**config.mk**
```make
export PLATFORM = sky130hd
export DESIGN_NAME = ctrl_decode_stage
export DESIGN_NICKNAME = d
export VERILOG_FILES = /design/src/rtl/ctrl_pkg.sv /design/src/rtl/ctrl_decode_comb.sv /design/src/rtl/ctrl_decode_stage.sv
export SDC_FILE = /design/constraint.sdc
export NUM_CORES = 1
export LEC_CHECK = 0
export BUFFER_PORTS_ARGS = -buffer_cell sky130_fd_sc_hd__buf_4
export CORE_AREA = 2 2 57 59
export DETAILED_ROUTE_END_ITERATION = 6
export DIE_AREA = 0 0 59 61
export GPL_TIMING_DRIVEN = 1
export PLACE_DENSITY = 0.82
export SLEW_MARGIN = 5
export SYNTH_ARGS = -nofsm -noshare
export SYNTH_HDL_FRONTEND = slang
export SYNTH_SLANG_ARGS = --single-unit
export TNS_END_PERCENT = 1
```
**constraint.sdc**
```tcl
create_clock -name clk -period 2.3 [get_ports clk]
set_input_delay 0.46 -clock clk [delete_from_list [all_inputs] [get_ports clk]]
set_output_delay 0.46 -clock clk [all_outputs]
set_load 0.01 [all_outputs]
```
**src/rtl/ctrl_pkg.sv**
```systemverilog
// Shared definitions for the ID-stage control decoder: opcode map, ALU
// operation classes, halt cause codes, FSM state encoding and funct legality
// helpers.
package ctrl_pkg;

  // Major opcodes (instruction[6:0])
  localparam logic [6:0] OP_R      = 7'b0110011;
  localparam logic [6:0] OP_I      = 7'b0010011;
  localparam logic [6:0] OP_LOAD   = 7'b0000011;
  localparam logic [6:0] OP_STORE  = 7'b0100011;
  localparam logic [6:0] OP_BRANCH = 7'b1100011;
  localparam logic [6:0] OP_JAL    = 7'b1101111;
  localparam logic [6:0] OP_JALR   = 7'b1100111;
  localparam logic [6:0] OP_AUIPC  = 7'b0010111;
  localparam logic [6:0] OP_LUI    = 7'b0110111;
  localparam logic [6:0] OP_SYSTEM = 7'b1110011;

  // R-type funct7 values accepted by the rv32im_zbb datapath
  localparam logic [6:0] F7_BASE       = 7'b0000000;
  localparam logic [6:0] F7_ALT        = 7'b0100000;
  localparam logic [6:0] F7_MULDIV     = 7'b0000001;
  localparam logic [6:0] F7_ZBB_ZEXT   = 7'b0000100;
  localparam logic [6:0] F7_ZBB_MINMAX = 7'b0000101;
  localparam logic [6:0] F7_ZBB_ROT    = 7'b0110000;

  // ALU operation class handed to the EX-stage ALU control
  localparam logic [1:0] ALU_OP_ADD    = 2'b00;
  localparam logic [1:0] ALU_OP_BRANCH = 2'b01;
  localparam logic [1:0] ALU_OP_RTYPE  = 2'b10;
  localparam logic [1:0] ALU_OP_ITYPE  = 2'b11;

  // Reason the pipeline is (or will be) stopped
  localparam logic [1:0] HALT_NONE    = 2'b00;
  localparam logic [1:0] HALT_ECALL   = 2'b01;
  localparam logic [1:0] HALT_EBREAK  = 2'b10;
  localparam logic [1:0] HALT_ILLEGAL = 2'b11;

  typedef enum logic [1:0] {
    ST_RUN    = 2'd0,
    ST_DRAIN  = 2'd1,
    ST_HALTED = 2'd2
  } state_t;

  // Width-independent part of the ID/EX control bundle
  typedef struct packed {
    logic       mem_to_reg;
    logic       rd_we;
    logic       alu_src_b;
    logic       branch;
    logic [1:0] alu_op;
    logic       rs1_in_use;
    logic       rs2_in_use;
    logic       pc_operand;
  } ctrl_t;

  // True for funct7 values that name an implemented R-type operation
  function automatic logic rtype_funct7_legal(input logic [6:0] f7);
    case (f7)
      F7_BASE, F7_ALT, F7_MULDIV,
      F7_ZBB_ZEXT, F7_ZBB_MINMAX, F7_ZBB_ROT: return 1'b1;
      default:                                 return 1'b0;
    endcase
  endfunction

  // True for load widths the datapath supports; LD/LWU exist only on RV64
  function automatic logic load_funct3_legal(input logic [2:0] f3, input logic wide);
    case (f3)
      3'b000, 3'b001, 3'b010, 3'b100, 3'b101: return 1'b1;
      3'b011, 3'b110:                         return wide;
      default:                                return 1'b0;
    endcase
  endfunction

endpackage

```
**src/rtl/ctrl_decode_comb.sv**
```systemverilog
// Purely combinational opcode/funct decoder. Produces the control bundle,
// the store byte-lane mask, the illegal-encoding flag and the halt cause of
// a single instruction. Illegal encodings come out as an all-zero bundle
// with halt cause ILLEGAL so the register stage can load them directly.
module ctrl_decode_comb
  import ctrl_pkg::*;
#(
  parameter int XLEN = 32
) (
  input  logic [6:0]        opcode,
  input  logic [2:0]        funct3,
  input  logic [6:0]        funct7,
  input  logic              imm20,
  output logic              mem_to_reg,
  output logic              rd_we,
  output logic              alu_src_b,
  output logic              branch,
  output logic [1:0]        alu_op,
  output logic              rs1_in_use,
  output logic              rs2_in_use,
  output logic              pc_operand,
  output logic [XLEN/8-1:0] store_mask,
  output logic              illegal,
  output logic [1:0]        halt_cause,
  output logic              is_trap
);

  localparam int  MW   = XLEN / 8;
  localparam logic WIDE = (XLEN == 64);

  ctrl_t      c;
  logic [3:0] store_bytes;
  logic       bad;

  // Decode the opcode class, then squash everything if the encoding is bad
  always_comb begin
    c           = '0;
    store_bytes = 4'd0;
    bad         = 1'b0;
    halt_cause  = HALT_NONE;
    is_trap     = 1'b0;
    case (opcode)
      OP_R: begin
        c.rd_we      = 1'b1;
        c.rs1_in_use = 1'b1;
        c.rs2_in_use = 1'b1;
        c.alu_op     = ALU_OP_RTYPE;
        bad          = !rtype_funct7_legal(funct7);
      end
      OP_I: begin
        c.rd_we      = 1'b1;
        c.alu_src_b  = 1'b1;
        c.rs1_in_use = 1'b1;
        c.alu_op     = ALU_OP_ITYPE;
      end
      OP_LOAD: begin
        c.mem_to_reg = 1'b1;
        c.rd_we      = 1'b1;
        c.alu_src_b  = 1'b1;
        c.rs1_in_use = 1'b1;
        bad          = !load_funct3_legal(funct3, WIDE);
      end
      OP_BRANCH: begin
        c.branch     = 1'b1;
        c.alu_src_b  = 1'b1;
        c.rs1_in_use = 1'b1;
        c.rs2_in_use = 1'b1;
        c.alu_op     = ALU_OP_BRANCH;
      end
      OP_STORE: begin
        c.alu_src_b  = 1'b1;
        c.rs1_in_use = 1'b1;
        c.rs2_in_use = 1'b1;
        case (funct3)
          3'b000:  store_bytes = 4'd1;
          3'b001:  store_bytes = 4'd2;
          3'b010:  store_bytes = 4'd4;
          3'b011: begin
            if (WIDE) store_bytes = 4'd8;
            else      bad = 1'b1;
          end
          default: bad = 1'b1;
        endcase
      end
      OP_JALR: begin
        c.rd_we      = 1'b1;
        c.branch     = 1'b1;
        c.alu_src_b  = 1'b1;
        c.rs1_in_use = 1'b1;
        c.pc_operand = 1'b1;
      end
      OP_JAL: begin
        c.rd_we     = 1'b1;
        c.branch    = 1'b1;
        c.alu_src_b = 1'b1;
      end
      OP_AUIPC: begin
        c.rd_we      = 1'b1;
        c.alu_src_b  = 1'b1;
        c.pc_operand = 1'b1;
      end
      OP_LUI: begin
        c.rd_we     = 1'b1;
        c.alu_src_b = 1'b1;
      end
      OP_SYSTEM: begin
        // Only ECALL/EBREAK are implemented; CSR forms are rejected
        if (funct3 == 3'b000) begin
          is_trap    = 1'b1;
          halt_cause = imm20 ? HALT_EBREAK : HALT_ECALL;
        end else begin
          bad = 1'b1;
        end
      end
      default: bad = 1'b1;
    endcase
    if (bad) begin
      c           = '0;
      store_bytes = 4'd0;
      halt_cause  = HALT_ILLEGAL;
      is_trap     = 1'b0;
    end
  end

  // Byte lanes 0..store_bytes-1 are written
  for (genvar gi = 0; gi < MW; gi++) begin : g_lane
    assign store_mask[gi] = (4'(gi) < store_bytes);
  end

  assign mem_to_reg = c.mem_to_reg;
  assign rd_we      = c.rd_we;
  assign alu_src_b  = c.alu_src_b;
  assign branch     = c.branch;
  assign alu_op     = c.alu_op;
  assign rs1_in_use = c.rs1_in_use;
  assign rs2_in_use = c.rs2_in_use;
  assign pc_operand = c.pc_operand;
  assign illegal    = bad;

endmodule

```
**src/rtl/ctrl_decode_stage.sv**
```systemverilog
// ID-stage control decoder: registers the decoded control bundle with one
// cycle of latency, honours stall/flush from the hazard unit, and runs a
// RUN/DRAIN/HALTED machine that turns ECALL/EBREAK into a sticky stop flag
// once the downstream pipeline has emptied.
// Optional build macro CTRL_ILLEGAL_HALT_EN: an accepted illegal instruction
// drains and halts the pipeline exactly like ECALL (halt cause ILLEGAL).
module ctrl_decode_stage
  import ctrl_pkg::*;
#(
  parameter int XLEN         = 32,
  parameter int DRAIN_CYCLES = 4
) (
  input  logic              clk,
  input  logic              reset,
  input  logic              instr_valid_i,
  input  logic [6:0]        opcode_i,
  input  logic [2:0]        funct3_i,
  input  logic [6:0]        funct7_i,
  input  logic              imm20_i,
  input  logic              stall_i,
  input  logic              flush_i,
  output logic              valid_o,
  output logic              mem_to_reg_o,
  output logic [XLEN/8-1:0] data_mem_we_o,
  output logic              rd_we_o,
  output logic              alu_src_b_o,
  output logic              branch_o,
  output logic [1:0]        alu_2bit_op_o,
  output logic              rs1_in_use_o,
  output logic              rs2_in_use_o,
  output logic              pc_operand_o,
  output logic              illegal_o,
  output logic [1:0]        halt_cause_o,
  output logic              stop_flag_o
);

  localparam int         MW         = XLEN / 8;
  localparam logic [3:0] DRAIN_LOAD = 4'(DRAIN_CYCLES - 1);

  // Combinational decode of the instruction currently in ID
  logic          dec_mem_to_reg;
  logic          dec_rd_we;
  logic          dec_alu_src_b;
  logic          dec_branch;
  logic [1:0]    dec_alu_op;
  logic          dec_rs1;
  logic          dec_rs2;
  logic          dec_pc_operand;
  logic [MW-1:0] dec_mask;
  logic          dec_illegal;
  logic [1:0]    dec_halt;
  logic          dec_trap;
  ctrl_t         dec_ctrl;

  // Registered state and outputs
  state_t        state_reg;
  logic [3:0]    cnt_reg;
  logic          first_drain_reg;
  logic          valid_reg;
  ctrl_t         ctrl_reg;
  logic [MW-1:0] mask_reg;
  logic          illegal_reg;
  logic [1:0]    halt_reg;
  logic          stop_reg;

  logic          accept;
  logic          enter_drain;

  ctrl_decode_comb #(
    .XLEN(XLEN)
  ) u_decode (
    .opcode     (opcode_i),
    .funct3     (funct3_i),
    .funct7     (funct7_i),
    .imm20      (imm20_i),
    .mem_to_reg (dec_mem_to_reg),
    .rd_we      (dec_rd_we),
    .alu_src_b  (dec_alu_src_b),
    .branch     (dec_branch),
    .alu_op     (dec_alu_op),
    .rs1_in_use (dec_rs1),
    .rs2_in_use (dec_rs2),
    .pc_operand (dec_pc_operand),
    .store_mask (dec_mask),
    .illegal    (dec_illegal),
    .halt_cause (dec_halt),
    .is_trap    (dec_trap)
  );

  assign dec_ctrl = '{
    mem_to_reg: dec_mem_to_reg,
    rd_we:      dec_rd_we,
    alu_src_b:  dec_alu_src_b,
    branch:     dec_branch,
    alu_op:     dec_alu_op,
    rs1_in_use: dec_rs1,
    rs2_in_use: dec_rs2,
    pc_operand: dec_pc_operand
  };

  // A real instruction moves into ID/EX only while running and unhindered
  assign accept = instr_valid_i & ~stall_i & ~flush_i & (state_reg == ST_RUN);

`ifdef CTRL_ILLEGAL_HALT_EN
  assign enter_drain = accept & (dec_trap | dec_illegal);
`else
  assign enter_drain = accept & dec_trap;
`endif

  // Output register, drain counter and RUN/DRAIN/HALTED state machine
  always_ff @(posedge clk) begin
    if (reset) begin
      state_reg       <= ST_RUN;
      cnt_reg         <= 4'd0;
      first_drain_reg <= 1'b0;
      valid_reg       <= 1'b0;
      ctrl_reg        <= '0;
      mask_reg        <= '0;
      illegal_reg     <= 1'b0;
      halt_reg        <= HALT_NONE;
      stop_reg        <= 1'b0;
    end else begin
      case (state_reg)
        ST_RUN: begin
          if (accept) begin
            valid_reg   <= 1'b1;
            ctrl_reg    <= dec_ctrl;
            mask_reg    <= dec_mask;
            illegal_reg <= dec_illegal;
            halt_reg    <= dec_halt;
            if (enter_drain) begin
              state_reg       <= ST_DRAIN;
              cnt_reg         <= DRAIN_LOAD;
              first_drain_reg <= 1'b1;
            end
          end else if (flush_i || !stall_i) begin
            // Flushed or empty slot: bubble. A plain stall keeps everything.
            valid_reg   <= 1'b0;
            ctrl_reg    <= '0;
            mask_reg    <= '0;
            illegal_reg <= 1'b0;
            halt_reg    <= HALT_NONE;
          end
        end
        ST_DRAIN: begin
          // Bubbles only; the cause stays visible while the pipe empties
          valid_reg       <= 1'b0;
          ctrl_reg        <= '0;
          mask_reg        <= '0;
          illegal_reg     <= 1'b0;
          first_drain_reg <= 1'b0;
          if (first_drain_reg && flush_i) begin
            // The trapping instruction itself was squashed: resume
            state_reg <= ST_RUN;
            halt_reg  <= HALT_NONE;
            cnt_reg   <= 4'd0;
          end else if (cnt_reg == 4'd0) begin
            state_reg <= ST_HALTED;
            stop_reg  <= 1'b1;
          end else begin
            cnt_reg <= cnt_reg - 4'd1;
          end
        end
        ST_HALTED: begin
          valid_reg   <= 1'b0;
          ctrl_reg    <= '0;
          mask_reg    <= '0;
          illegal_reg <= 1'b0;
          stop_reg    <= 1'b1;
        end
        default: state_reg <= ST_RUN;
      endcase
    end
  end

  assign valid_o       = valid_reg;
  assign mem_to_reg_o  = ctrl_reg.mem_to_reg;
  assign data_mem_we_o = mask_reg;
  assign rd_we_o       = ctrl_reg.rd_we;
  assign alu_src_b_o   = ctrl_reg.alu_src_b;
  assign branch_o      = ctrl_reg.branch;
  assign alu_2bit_op_o = ctrl_reg.alu_op;
  assign rs1_in_use_o  = ctrl_reg.rs1_in_use;
  assign rs2_in_use_o  = ctrl_reg.rs2_in_use;
  assign pc_operand_o  = ctrl_reg.pc_operand;
  assign illegal_o     = illegal_reg;
  assign halt_cause_o  = halt_reg;
  assign stop_flag_o   = stop_reg;

endmodule

```
==> impl_metrics.json <==
{
  "path_max_fanout": 6,
  "synth-seq-cells": 25,
  "worstPathRequired_ps": 2570,
  "core-area_um2": 2950,
  "slowest_stage": "or3_1",
  "drtPass1Iterations": 4,
  "vias_per_cell": 5.59,
  "num_rows": 20,
  "final_common_cell": "buf_4",
  "fin_crit_sh_pct": 90.2,
  "drc": 0,
  "cts_tree": "yes",
  "hold_violations": 0,
  "grt_pass1_wl_um": 5440,
  "layout-drive-gt1-share_pct": 23.9,
  "start_kind": "flop",
  "cellPowerDensity_nw_per_um2": 568,
  "synthFlopType": "dfxtp_1",
  "num_antenna_cells": 0,
  "netlist_instances": 185,
  "final_cell_mix": "buf_4, dfxtp_1, nor2_1",
  "area_growth_pct": 23.9,
  "grt_util_met2_pct": 29.7,
  "max_slew_margin_pct": 70.6,
  "fin_tns_setup_ps": 0,
  "cts_resized": 0,
  "syn_avg_cell_area_um2": 7.85,
  "yosys_warnings": 0,
  "min-delay-start": "opcode_i[2]",
  "clockBufferDepth": 2,
  "dp_hpwl_um": 2500,
  "cp-end-kind": "flop",
  "fmax_mhz": 482,
  "synth_nets": 214,
  "internal_power_mw": 0.676,
  "die_area_um2": 3600,
  "setup_viol": 0,
  "maxCapViolations": 0,
  "crit_arrival_ps": 2350,
  "grt_max_degree": 22,
  "grtUsageMet3_pct": 2.56,
  "grt_setup_unrepaired": "no",
  "dr_total_vias": 1425,
  "min_period_ps": 2070,
  "die-width_um": 59,
  "cp-endpoint": "data_mem_we_o[3]",
  "synthArstFlopShare_pct": 0,
  "fill_cells": 260,
  "reg2reg_from": "state_reg[0]",
  "grt_pass1_vias": 1201,
  "die_y_um": 61,
  "power.share.sequential_pct": 46.9,
  "yosys.area.top_type": "dfxtp_1",
  "hold_path_class": "in2reg",
  "start_util_pct": 49.2,
  "rr_worst_depth": 7,
  "post_drt_wl_per_cell_um": 13.0,
  "gp_congestion": 0.853,
  "tightestPinTransition_ps": 440,
  "final.setup_skew_ps": 10.7,
  "cts_sinks": 25,
  "pre_cts_ws_ps": 243,
  "final_max_slew_viol_count": 0,
  "dr.first_iter.drc_count": 32,
  "path_clk_slew_ps": 160,
  "syn_area_um2": 1450,
  "io_pins": 41,
  "irDropWorstVdd_mv": 0.330,
  "outcome": "complete, no violations",
  "synth.area.top_cells": "dfxtp_1, o21ai_0, a21oi_1",
  "root_buffer": "clkbuf_4",
  "layout.nets": 252,
  "synth_top_area_share_pct": 34.5,
  "p_leak_nw": 0.709,
  "crit_type": "reg2reg",
  "final_antenna_net_count": 0,
  "cts_buffers": 3,
  "crit_start": "state_reg[0]",
  "post_cts_buffers": 0,
  "grt-ovfl-total": 0,
  "wirelength_um": 3310,
  "cts_hold_buffers": 0,
  "port_buffers": 40,
  "combPwrFrac_pct": 32.1,
  "cts.htree.levels": 1,
  "fin_ws_ps": 225,
  "synth-seq-area-share_pct": 34.5,
  "grtUsageMet1_pct": 28.3,
  "p_clk_share_pct": 21.0,
  "grt_use_total_pct": 19.3,
  "power.switching_mw": 0.346,
  "max_stage_delay_ps": 450,
  "r2r-end": "data_mem_we_o[3]",
  "synth_cell_types": 42,
  "busiest_layer": "met2",
  "clk_latency_ps": 330,
  "antenna_found_initial": 0,
  "swShare_pct": 33.9,
  "synth_edf_count": 0,
  "r2r_slack_ps": 230,
  "path_cells": "inv_1 -> ha_1 -> nand4bb_2 -> or3_1 -> and4bb_2 -> nand3b_1 -> a21oi_1"
}
[cells in the mapped netlist, drive strengths merged, types with 5 or more instances]
library cell,number
a211oi,5
a21oi,17
clkbuf,5
dfxtp,25
ha,6
inv,10
nand2,20
nor2,22
nor2b,7
o21ai,20
[cells by family after synthesis]
logic type                 count (synthesis)  share of synthesized area [%]
AOI/OAI and AO/OA                         57                           24.1
xor gates and xnor gates                   2                           1.21
adders and majority gates                  7                           5.86
buffers and inverters                     18                           4.91
DFF                                       25                           34.5
and+or+nand+nor                           76                           29.5
[metal layers]
| metal | vias to the layer above | part of all wire (%) | wire, µm |
|---|---|---|---|
| met3 | 2 | 4.3 | 143 |
| met2 | 40 | 45 | 1510 |
| met1 | 646 | 49 | 1640 |
| met5 | - | 0 | 0 |
| li1 | 737 | - | - |
| met4 | 0 | 0.82 | 27 |
[area by class of cell]
| cell class | instances | area, µm² | share of cell area [%] |
|---|---|---|---|
| clock buffers | 3 | 22.5 | 1.25 |
| clock inverters | 1 | 8.76 | 0.487 |
| inverters | 10 | 37.5 | 2.09 |
| multi-input cells | 142 | 881 | 49.0 |
| flip-flops and latches | 25 | 500 | 27.8 |
| well taps | 33 | 41.3 | 2.29 |
| repair buffers | 41 | 308 | 17.1 |
[worst min-delay path by stage]
| stage | end | slack, ps | depth (start not counted) |
|---|---|---|---|
| global route | pc_operand_o | 440 | 3 |
| floorplan | cnt_reg[1] | 460 | 2 |
| CTS | pc_operand_o | 430 | 3 |
| global placement | rd_we_o | 440 | 2 |
| finish | pc_operand_o | 450 | 3 |
| detailed placement | alu_src_b_o | 450 | 2 |
[stage by stage]
step | hold WS [ps] | power [mW] | instance area (µm²) | instances | utilization [%]
2_1_floorplan | 457 | 0.703 | 1450 | 185 | -
3_3_place_gp | 437 | 0.811 | 1770 | 251 | 59.9
3_5_place_dp | 445 | 0.815 | 1770 | 251 | 59.9
4_1_cts | 429 | 1.03 | 1800 | 255 | 60.9
5_1_grt | 440 | 1.09 | 1800 | 255 | 60.9
6_report | 446 | 1.02 | 1800 | 255 | 60.9
[power groups by stage]
stage	Combinational, mW	Sequential [mW]	Clock [mW]
final	0.329	0.480	0.215
after global routing	0.370	0.483	0.238
after CTS	0.328	0.479	0.223
after detailed placement	0.326	0.489	0
after global placement	0.323	0.488	0
after floorplan	0.211	0.492	0
[critical path, delay by kind of cell, from the launching register on]
kind | cells | cell delay, ps
compound gates | 1 | 150
fa+ha+maj | 1 | 280
buf+inv | 1 | 110
flops | 1 | 350
simple gates | 4 | 1140
(Power assumes the default switching activity.)
